===== src/rtl/hilo_mul_ctrl_if.sv =====
// Request bus between the EXE stage and the HI/LO multiply sequencer.
// Handshake: a request transfers in any cycle where req_valid and req_ready
// are both high. req_ready depends only on sequencer state and flush, never
// on req_valid, so EXE may hold a request and simply wait for req_ready.
// rd_data is valid in the same cycle as an accepted MFHI/MFLO transfer and
// is zero in every other cycle.
interface hilo_mul_ctrl_if;
  logic        req_valid;
  logic        op_mult;
  logic        op_mthi;
  logic        op_mtlo;
  logic        op_mfhi;
  logic        op_mflo;
  logic [31:0] src_a;
  logic [31:0] src_b;
  logic        req_ready;
  logic [31:0] rd_data;

  // EXE side: issues requests, consumes ready and read data
  modport master (
    output req_valid, op_mult, op_mthi, op_mtlo, op_mfhi, op_mflo, src_a, src_b,
    input  req_ready, rd_data
  );

  // Sequencer side
  modport slave (
    input  req_valid, op_mult, op_mthi, op_mtlo, op_mfhi, op_mflo, src_a, src_b,
    output req_ready, rd_data
  );
endinterface


===== src/rtl/hilo_mul_ctrl.sv =====
// HI/LO multiply sequencer for the 5-stage pipeline.
// Owns the HI and LO registers, serves MTHI/MTLO/MFHI/MFLO from EXE and runs
// an iterative signed 32x32->64 multiply, ITER_BITS multiplier bits per cycle.
// The multiply works on magnitudes and applies the sign in a final cycle.
// While a multiply is in flight every request is stalled (req_ready=0).
// flush (WB exception/ERET) drops same-cycle requests and aborts a multiply
// without touching HI/LO.
module hilo_mul_ctrl #(
  parameter int ITER_BITS = 8
) (
  input  logic              clk,
  input  logic              reset,
  hilo_mul_ctrl_if.slave    bus,
  input  logic              flush,
  output logic              busy,
  output logic [31:0]       hi_out,
  output logic [31:0]       lo_out,
  output logic [1:0]        state_dbg
);

  localparam int N  = 32 / ITER_BITS;
  localparam int CW = (N > 1) ? $clog2(N) : 1;

  typedef enum logic [1:0] {
    ST_IDLE = 2'd0,
    ST_CALC = 2'd1,
    ST_FIN  = 2'd2
  } state_t;

  state_t          state;
  logic [31:0]     hi_q;
  logic [31:0]     lo_q;
  logic [31:0]     mag_a;
  logic [31:0]     mag_b;     // shifted right each CALC cycle; low slice is next
  logic            sign_q;
  logic [63:0]     acc;
  logic [CW-1:0]   count;

  logic            in_idle;
  logic            accept;
  logic            take_mult;
  logic            take_mthi;
  logic            take_mtlo;
  logic            take_mfhi;
  logic            take_mflo;
  logic            last_iter;
  logic [31:0]     abs_a;
  logic [31:0]     abs_b;
  logic [63:0]     a_ext;
  logic [63:0]     slice_ext;
  logic [63:0]     partial;
  logic [6:0]      shamt;
  logic [63:0]     acc_next;
  logic [63:0]     result;

  // Request decode: one op at most is taken, mult > mthi > mtlo > mfhi > mflo
  always_comb begin
    in_idle   = (state == ST_IDLE);
    accept    = in_idle && bus.req_valid && !flush;
    take_mult = accept && bus.op_mult;
    take_mthi = accept && !bus.op_mult && bus.op_mthi;
    take_mtlo = accept && !bus.op_mult && !bus.op_mthi && bus.op_mtlo;
    take_mfhi = accept && !bus.op_mult && !bus.op_mthi && !bus.op_mtlo && bus.op_mfhi;
    take_mflo = accept && !bus.op_mult && !bus.op_mthi && !bus.op_mtlo &&
                !bus.op_mfhi && bus.op_mflo;
  end

  // Ready and read data are combinational so EXE sees them in the same cycle.
  // MFHI/MFLO read the registered value; a same-cycle MTHI/MTLO cannot occur
  // because only one op is taken per cycle.
  assign bus.req_ready = in_idle && !flush;
  assign bus.rd_data   = take_mfhi ? hi_q :
                         take_mflo ? lo_q : 32'd0;

  // Magnitudes of the operands; 0x80000000 maps to itself as unsigned
  always_comb begin
    abs_a = bus.src_a[31] ? (~bus.src_a + 32'd1) : bus.src_a;
    abs_b = bus.src_b[31] ? (~bus.src_b + 32'd1) : bus.src_b;
  end

  // One CALC step: add |a| times the current multiplier slice at its weight
  always_comb begin
    a_ext     = {32'd0, mag_a};
    slice_ext = {{(64-ITER_BITS){1'b0}}, mag_b[ITER_BITS-1:0]};
    partial   = a_ext * slice_ext;
    shamt     = 7'(int'(count) * ITER_BITS);
    acc_next  = acc + (partial << shamt);
    last_iter = (count == CW'(N - 1));
    result    = sign_q ? (~acc + 64'd1) : acc;
  end

  // Sequencer FSM with HI/LO and multiply datapath registers
  always_ff @(posedge clk or posedge reset) begin
    if (reset) begin
      state  <= ST_IDLE;
      hi_q   <= 32'd0;
      lo_q   <= 32'd0;
      mag_a  <= 32'd0;
      mag_b  <= 32'd0;
      sign_q <= 1'b0;
      acc    <= 64'd0;
      count  <= '0;
    end else begin
      case (state)
        ST_IDLE: begin
          if (take_mult) begin
            mag_a  <= abs_a;
            mag_b  <= abs_b;
            sign_q <= bus.src_a[31] ^ bus.src_b[31];
            acc    <= 64'd0;
            count  <= '0;
            state  <= ST_CALC;
          end else if (take_mthi) begin
            hi_q <= bus.src_a;
          end else if (take_mtlo) begin
            lo_q <= bus.src_a;
          end
        end
        ST_CALC: begin
          if (flush) begin
            state <= ST_IDLE;
          end else begin
            acc   <= acc_next;
            mag_b <= mag_b >> ITER_BITS;
            count <= count + CW'(1);
            if (last_iter) state <= ST_FIN;
          end
        end
        ST_FIN: begin
          // An abort in the final cycle leaves HI/LO as they were
          if (!flush) begin
            hi_q <= result[63:32];
            lo_q <= result[31:0];
          end
          state <= ST_IDLE;
        end
        default: state <= ST_IDLE;
      endcase
    end
  end

  assign busy      = (state != ST_IDLE);
  assign hi_out    = hi_q;
  assign lo_out    = lo_q;
  assign state_dbg = state;

endmodule


===== src/flat_wrapper.sv =====
// flat-port wrapper written by rule: the top's interface ports become plain ports
module hilo_mul_ctrl_flat 
#(
  parameter int ITER_BITS = 8
)
  (clk, reset, flush, busy, hi_out, lo_out, state_dbg, bus_req_valid, bus_op_mult, bus_op_mthi, bus_op_mtlo, bus_op_mfhi, bus_op_mflo, bus_src_a, bus_src_b, bus_req_ready, bus_rd_data);
  hilo_mul_ctrl_if bus_i ();
  input  logic clk;
  input  logic reset;
  input  logic flush;
  output logic busy;
  output logic [31:0] hi_out;
  output logic [31:0] lo_out;
  output logic [1:0] state_dbg;
  input wire logic [$bits(bus_i.req_valid)-1:0] bus_req_valid;
  input wire logic [$bits(bus_i.op_mult)-1:0] bus_op_mult;
  input wire logic [$bits(bus_i.op_mthi)-1:0] bus_op_mthi;
  input wire logic [$bits(bus_i.op_mtlo)-1:0] bus_op_mtlo;
  input wire logic [$bits(bus_i.op_mfhi)-1:0] bus_op_mfhi;
  input wire logic [$bits(bus_i.op_mflo)-1:0] bus_op_mflo;
  input wire logic [$bits(bus_i.src_a)-1:0] bus_src_a;
  input wire logic [$bits(bus_i.src_b)-1:0] bus_src_b;
  output wire logic [$bits(bus_i.req_ready)-1:0] bus_req_ready;
  output wire logic [$bits(bus_i.rd_data)-1:0] bus_rd_data;
  assign bus_i.req_valid = bus_req_valid;
  assign bus_i.op_mult = bus_op_mult;
  assign bus_i.op_mthi = bus_op_mthi;
  assign bus_i.op_mtlo = bus_op_mtlo;
  assign bus_i.op_mfhi = bus_op_mfhi;
  assign bus_i.op_mflo = bus_op_mflo;
  assign bus_i.src_a = bus_src_a;
  assign bus_i.src_b = bus_src_b;
  assign bus_req_ready = bus_i.req_ready;
  assign bus_rd_data = bus_i.rd_data;
  hilo_mul_ctrl #(.ITER_BITS(ITER_BITS)) u_core (.clk(clk), .reset(reset), .bus(bus_i), .flush(flush), .busy(busy), .hi_out(hi_out), .lo_out(lo_out), .state_dbg(state_dbg));
endmodule

===== config.mk =====
export PLATFORM = sky130hd
export DESIGN_NAME = hilo_mul_ctrl_flat
export DESIGN_NICKNAME = d
export VERILOG_FILES = /design/src/rtl/hilo_mul_ctrl_if.sv /design/src/rtl/hilo_mul_ctrl.sv /design/src/flat_wrapper.sv
export SDC_FILE = /design/constraint.sdc
export NUM_CORES = 1
export LEC_CHECK = 0
export ABC_AREA = 1
export BUFFER_PORTS_ARGS = -buffer_cell sky130_fd_sc_hd__buf_2
export CAP_MARGIN = 20
export CORE_UTILIZATION = 30
export DETAILED_ROUTE_END_ITERATION = 8
export SETUP_SLACK_MARGIN = 0.15
export SYNTH_ARGS = -nofsm -noshare
export SYNTH_HDL_FRONTEND = slang
export SYNTH_SLANG_ARGS = --single-unit

===== constraint.sdc =====
create_clock -name clk -period 6 [get_ports clk]
set_input_delay 0.6 -clock clk [delete_from_list [all_inputs] [get_ports clk]]
set_output_delay 0.6 -clock clk [all_outputs]
set_load 0.01 [all_outputs]

---- Yosys cells after proc, flatten, opt, wreduce, memory -nomap -nowiden ----
Index checks and enable logic that the tools add are counted.
word-level totals
  register bits after elaboration ......... 197
  input port bits ......................... 73
  word-level logic and storage cells ...... 83
operators by class
  $mul .................................... 1
  reductions and logical operators ........ 26
  equality and inequality tests ........... 11
  add/sub/neg operators ................... 5
  bitwise gates (word level) .............. 4
  mux-type cells .......................... 27
  shift operators ......................... 1
operators by type and width
  cell                                                              count
  32-bit 2-to-1 mux                                                 13
  64-bit 2-to-1 mux                                                 3
  32-bit one-hot mux with 2 select lines                            3
  64-bit one-hot mux with 2 select lines                            1
  32-bit by 1-bit adder with 32-bit output (second input constant)  2
  64-bit by 1-bit adder with 64-bit output (second input constant)  1
  64-bit adder                                                      1
  32-bit inverter                                                   2
  64-bit inverter                                                   1
  40-bit by 5-bit left shift with 64-bit output                     1
  32-bit by 8-bit multiplier with 40-bit output                     1
  2-bit != test (second input constant)                             7
  1-bit logical AND                                                 12
  2-bit 2-to-1 mux                                                  5
  2-bit one-hot mux with 2 select lines                             2
  2-bit nonzero test                                                3
  1-bit logical NOT                                                 5
  5-bit AND reduction                                               1
  2-bit == test (second input constant)                             2
  2-bit AND reduction                                               2
  4-bit AND reduction                                               1
  3-bit by 2-bit != test with 1-bit output (second input constant)  1
  3-bit AND reduction                                               1
  2-bit by 1-bit adder with 2-bit output (second input constant)    1
  other kinds (3)                                                   3

---- Longest topological paths before layout ----
  depth in word-level cells ............... 10
  gate-level depth with buffers ........... 41

---- Least setup slack after synthesis ----
OpenSTA, ideal clock, no wires.
  path kind ............................... register to register
  start point ............................. reg u_core.mag_b[7]
  end point ............................... reg u_core.acc[39]
  stages on the path, launching flop included .. 36
  slack ................................... -126 ps
  buffers on the path ..................... 2
  arrival ................................. 5,996 ps
  clock period less this slack ............ 6,126 ps
  path through ............................ dfrtp_1 > clkbuf_1 > clkbuf_1 > nand2_1 > fa_1 > fa_1 > inv_1 > fa_1 > inv_1 > fa_1 > inv_1 > ha_1 > a21oi_1 > nor2_1 > o21ai_0 > nand4_1 > nand2_1 > nand2_1 > a21oi_1 > or2_1 > nand3_1 > nand3_1 > nand2_1 > ha_1 > nand2_1 > nor2_1 > inv_1 > nor2_1 > inv_1 > nor2_1 > nand2_1 > nand2_1 > a21oi_1 > or2_0 > nand3_1 > o21ai_0
between the ends
  word-level cells in the longest chain between the ends .. 5
ends and longest elaborated chain
  element                                        RTL line              source
  start, declared                                hilo_mul_ctrl.sv:34   logic [31:0] mag_b;
  start signal, assigned                         hilo_mul_ctrl.sv:108  mag_b <= abs_b;
  start signal, assigned                         hilo_mul_ctrl.sv:124  mag_b <= mag_b >> ITER_BITS;
  32-bit by 8-bit multiplier with 40-bit output  hilo_mul_ctrl.sv:85   partial = a_ext * slice_ext;
  40-bit by 5-bit left shift with 64-bit output  hilo_mul_ctrl.sv:87   acc_next = acc + (partial << shamt);
  64-bit adder                                   hilo_mul_ctrl.sv:87
  64-bit 2-to-1 mux                              hilo_mul_ctrl.sv:120  if (flush) begin
  64-bit one-hot mux with 2 select lines         hilo_mul_ctrl.sv:104  case (state)
  end signal, assigned                           hilo_mul_ctrl.sv:123  acc <= acc_next;
  end, declared                                  hilo_mul_ctrl.sv:36   logic [63:0] acc;
Every way passes these cells. The select of a mux whose other input is x is not followed.
A chain may end at the register's enable or synchronous reset.

---- Worst setup path after layout ----
  start point ............................. reg u_core.mag_b[7]
  end point ............................... reg u_core.acc[46]
The elaborated chain is that of the path after synthesis.

==> qor.txt <==
======================================================================================
Net count reported at finish ............................................         5014
Number of iterations in the first detailed-routing pass .................            8
Grt met1 use ............................................................       33.21%
Nature of the critical path startpoint ..................................     register
Reg-to-reg slack, setup .................................................      -760 ps
Startpoint-to-endpoint class of the critical path .......................      reg2reg
Core outline area .......................................................    85820 um2
Source-to-sink clock delay at the later pin of the worst-skew pair ......       510 ps
Failing checks .......................................................... setup timing
Data arrival time of the worst path .....................................      7110 ps
Final setup violating endpoints .........................................           52
Largest clock skew in the final design ..................................     21.51 ps
Die height ..............................................................     297.3 um
Fmax ....................................................................    147.9 MHz
Width of the die ........................................................     297.3 um
Total wire length .......................................................    114300 um
Portion of the post-synthesis area used by sequential elements ..........       18.85%
Worst Slack Setup Final .................................................    -762.3 ps
Weighted congestion at the end of routability-driven global placement ...        1.001
Cell count after placement ..............................................         5687
Number of nets with antenna violations after detailed routing ...........            0
Sort of element at the end of the critical path .........................     register
Number of cells in the finished layout apart from fillers ...............         5785
Synth Cell Area .........................................................    26160 um2
FF-to-FF End ............................................................ u_core.acc[46]
Clock tree from TritonCTS ...............................................          yes
Area Overhead vs Synth ..................................................       37.89%
Dpl hpwl ................................................................     91270 um
CTS Buf Count ...........................................................           17
Initial DRC count .......................................................         3049
Via count of the first global-routing pass ..............................        28161
Area fraction of the dominant cell type after synthesis .................       18.85%
Die Outline Area ........................................................    88380 um2
Clock slew at the register clock pins of the worst setup and hold paths .       100 ps
Avg Cell Area, Syn ......................................................    6.456 um2
Status .................................................................. finished, violations left
Biggest area contributors in the synthesized netlist .................... dfrtp_1, fa_1, nand2_1, inv_1, ha_1
Maximum number of pins on one net before global-route repair ............          150
Met2 layer usage reported by global route ...............................       40.09%
Setup repair after global routing missed its margin .....................          yes
Yosys reg bits ..........................................................          197
Final Max Tran Viols ....................................................            0
Worst hold-check path type ..............................................     in2async
Most utilized layer in the global route result ..........................         met2
Number of antenna violations at the first check in global routing .......            5
Depth of the most critical reg-to-reg path ..............................           37
Root buf cell ...........................................................    clkbuf_16
Number of hold-slack violations in the final timing report ..............            0
PortBufs ................................................................          172
Synth Instances .........................................................         4052
Fraction of the cycle the final worst path needs ........................       112.7%
Slowest stage delay, CP .................................................       560 ps
Yosys synthesis warning count ...........................................            0
Maximum buffer depth of the clock tree ..................................            2
Final routed wire length divided by cell count ..........................     19.76 um
Most used flip-flop cell after synthesis ................................      dfrtp_1
Actual slew at the worst max-slew pin ...................................      1322 ps
Drt via density .........................................................        5.087
Final-layout worst hold slack ...........................................     263.4 ps
# DRC ...................................................................            0
Global Route met3 Usage .................................................       4.492%
Library cell appearing most often on the critical path ..................         fa_1
Final Core Density ......................................................       42.03%
Unique masters post-synth ...............................................           58
Starting density of the core ............................................       30.48%
Gr ovfl total ...........................................................            0
Async set or reset register ratio after synthesis .......................       100.0%
Floorplan row count .....................................................          107
Count of hold buffers inserted by post-cts repair .......................            0
Library cell occupying the most area in the post-synthesis netlist ......      dfrtp_1
Top-level I/O count .....................................................          173
Number of violations of the max-capacitance limit .......................            0
Syn Nets ................................................................         4440
GR Util All Layers ......................................................       24.85%
Critical-path top delay cell ............................................         fa_1
Fin crit period .........................................................      6762 ps
Worst max-slew margin expressed relative to the limit ...................       11.85%
Layout cell share with drive strength beyond 1 ..........................       30.48%
Total via count in the routed design ....................................        29431
R2R Path Start .......................................................... u_core.mag_b[7]
Wire length of the first global-routing pass ............................    168400 um
CTS sink cnt ............................................................          197
Highest fanout seen on the critical path ................................            9
Number of H-tree levels .................................................            4
Count of flip-flops with a built-in enable after synthesis ..............            0
CP Data Required Time ...................................................      6350 ps
======================================================================================
## state kept, by name (all words and copies together) (netlist names)
name / cells
u_core.count: 2
u_core.hi_out: 32
u_core.mag_b: 32
u_core.acc: 64
u_core.state_dbg: 2
u_core.lo_out: 32
u_core.sign_q: 1
u_core.mag_a: 32
## what timing repair did
item                       4_1_cts  5_1_grt
pin swaps                       32      197
cloned                           0        7
buffers inserted                10       46
setup endpoints to repair       54       56
resized for setup              164      682
## synth_stat cells, types with 13 or more instances
library cell	n
nand3_1	224
dfrtp_1	197
o22ai_1	58
nor3_1	37
xor2_1	62
ha_1	134
or2_2	13
clkbuf_1	126
inv_1	764
o21bai_1	13
fa_1	181
a31oi_1	50
a21o_1	26
o21ai_1	20
buf_2	17
nand4_1	33
xnor2_1	16
a21oi_1	209
o21ai_0	320
nor2_1	418
buf_1	14
nand2_1	955
## critical path, delay by kind of cell (launching register included)
kind / cells / cell delay, ps
AO/OA/AOI/OAI: 6 / 780
adder cells (fa/ha/maj): 6 / 2680
buffers and inverters: 9 / 930
flip-flops: 1 / 450
AND/OR/NAND/NOR: 16 / 1740
## through the flow
step | worst slack [ps] | instance area (um2) | TNS (ps)
final | -762.3 | 36070 | -28040
after CTS | -775.2 | 33020 | -30360
after global routing | -1029 | 36070 | -41540
after detailed placement | -1581 | 31780 | -43110
after floorplan | 139.5 | 26420 | 0
after global placement | -1581 | 31780 | -43060
## placed cells by master (no fill, tap or decap), types with 51 or more instances in the layout
master	synthesis	layout
nor2_4	6	52
nand2_2	4	93
inv_1	764	716
buf_4	4	502
fa_1	181	178
nor2_1	418	317
nor2_2	12	67
inv_2	5	51
xor2_1	62	54
buf_2	17	172
o21ai_1	20	90
nand2_1	955	830
nand3_1	224	179
dfrtp_1	197	187
o21ai_0	320	192
ha_1	134	82
a21oi_1	209	116
a21oi_2	7	69
o21ai_2	9	57
o22ai_1	58	58
## layer usage
metal,share of wire [%],vias up
met5,0.019,-
li1,-,13958
met2,46,1006
met3,7.1,204
met1,43,14259
met4,4.3,4
## cell families (layout without fill, tap and decap cells)
family / after synthesis / after routing / share of synthesized area (%)
buffers and inverters: 933 / 1520 / 13.56
multiplexers: 3 / 3 / 0.1148
other: 0 / 2 / 0
flip-flops: 197 / 197 / 18.85
adder cells (fa/ha/maj): 315 / 315 / 20.26
AND/OR/NAND/NOR: 1766 / 1766 / 28.42
XOR/XNOR: 78 / 78 / 2.612
AO/OA/AOI/OAI: 760 / 760 / 16.20
## worst max-delay path by stage
stage          depth (start not counted)       startpoint  slack, ps        endpoint
6_report                              37  u_core.mag_b[7]       -760  u_core.acc[46]
5_1_grt                               38  u_core.mag_b[7]      -1030  u_core.acc[61]
4_1_cts                               33  u_core.mag_b[7]       -780  u_core.acc[42]
3_5_place_dp                          32  u_core.mag_a[2]      -1580  u_core.acc[34]
3_3_place_gp                          32  u_core.mag_a[2]      -1580  u_core.acc[34]
2_1_floorplan                         35  u_core.mag_b[7]        140  u_core.acc[39]
## layout make-up
type	count	area, um2
antenna	2	5.005
clock buffer	17	425.4
clock inverter	15	236.5
fill	8846	49750
inverter	771	2900
multi-input combinational	2922	20800
sequential	197	4942
tap	1144	1431
timing repair buffer	717	5326
Power is not shown: default switching activity piles up to over one toggle a cycle in this logic, so the estimate is an artifact.
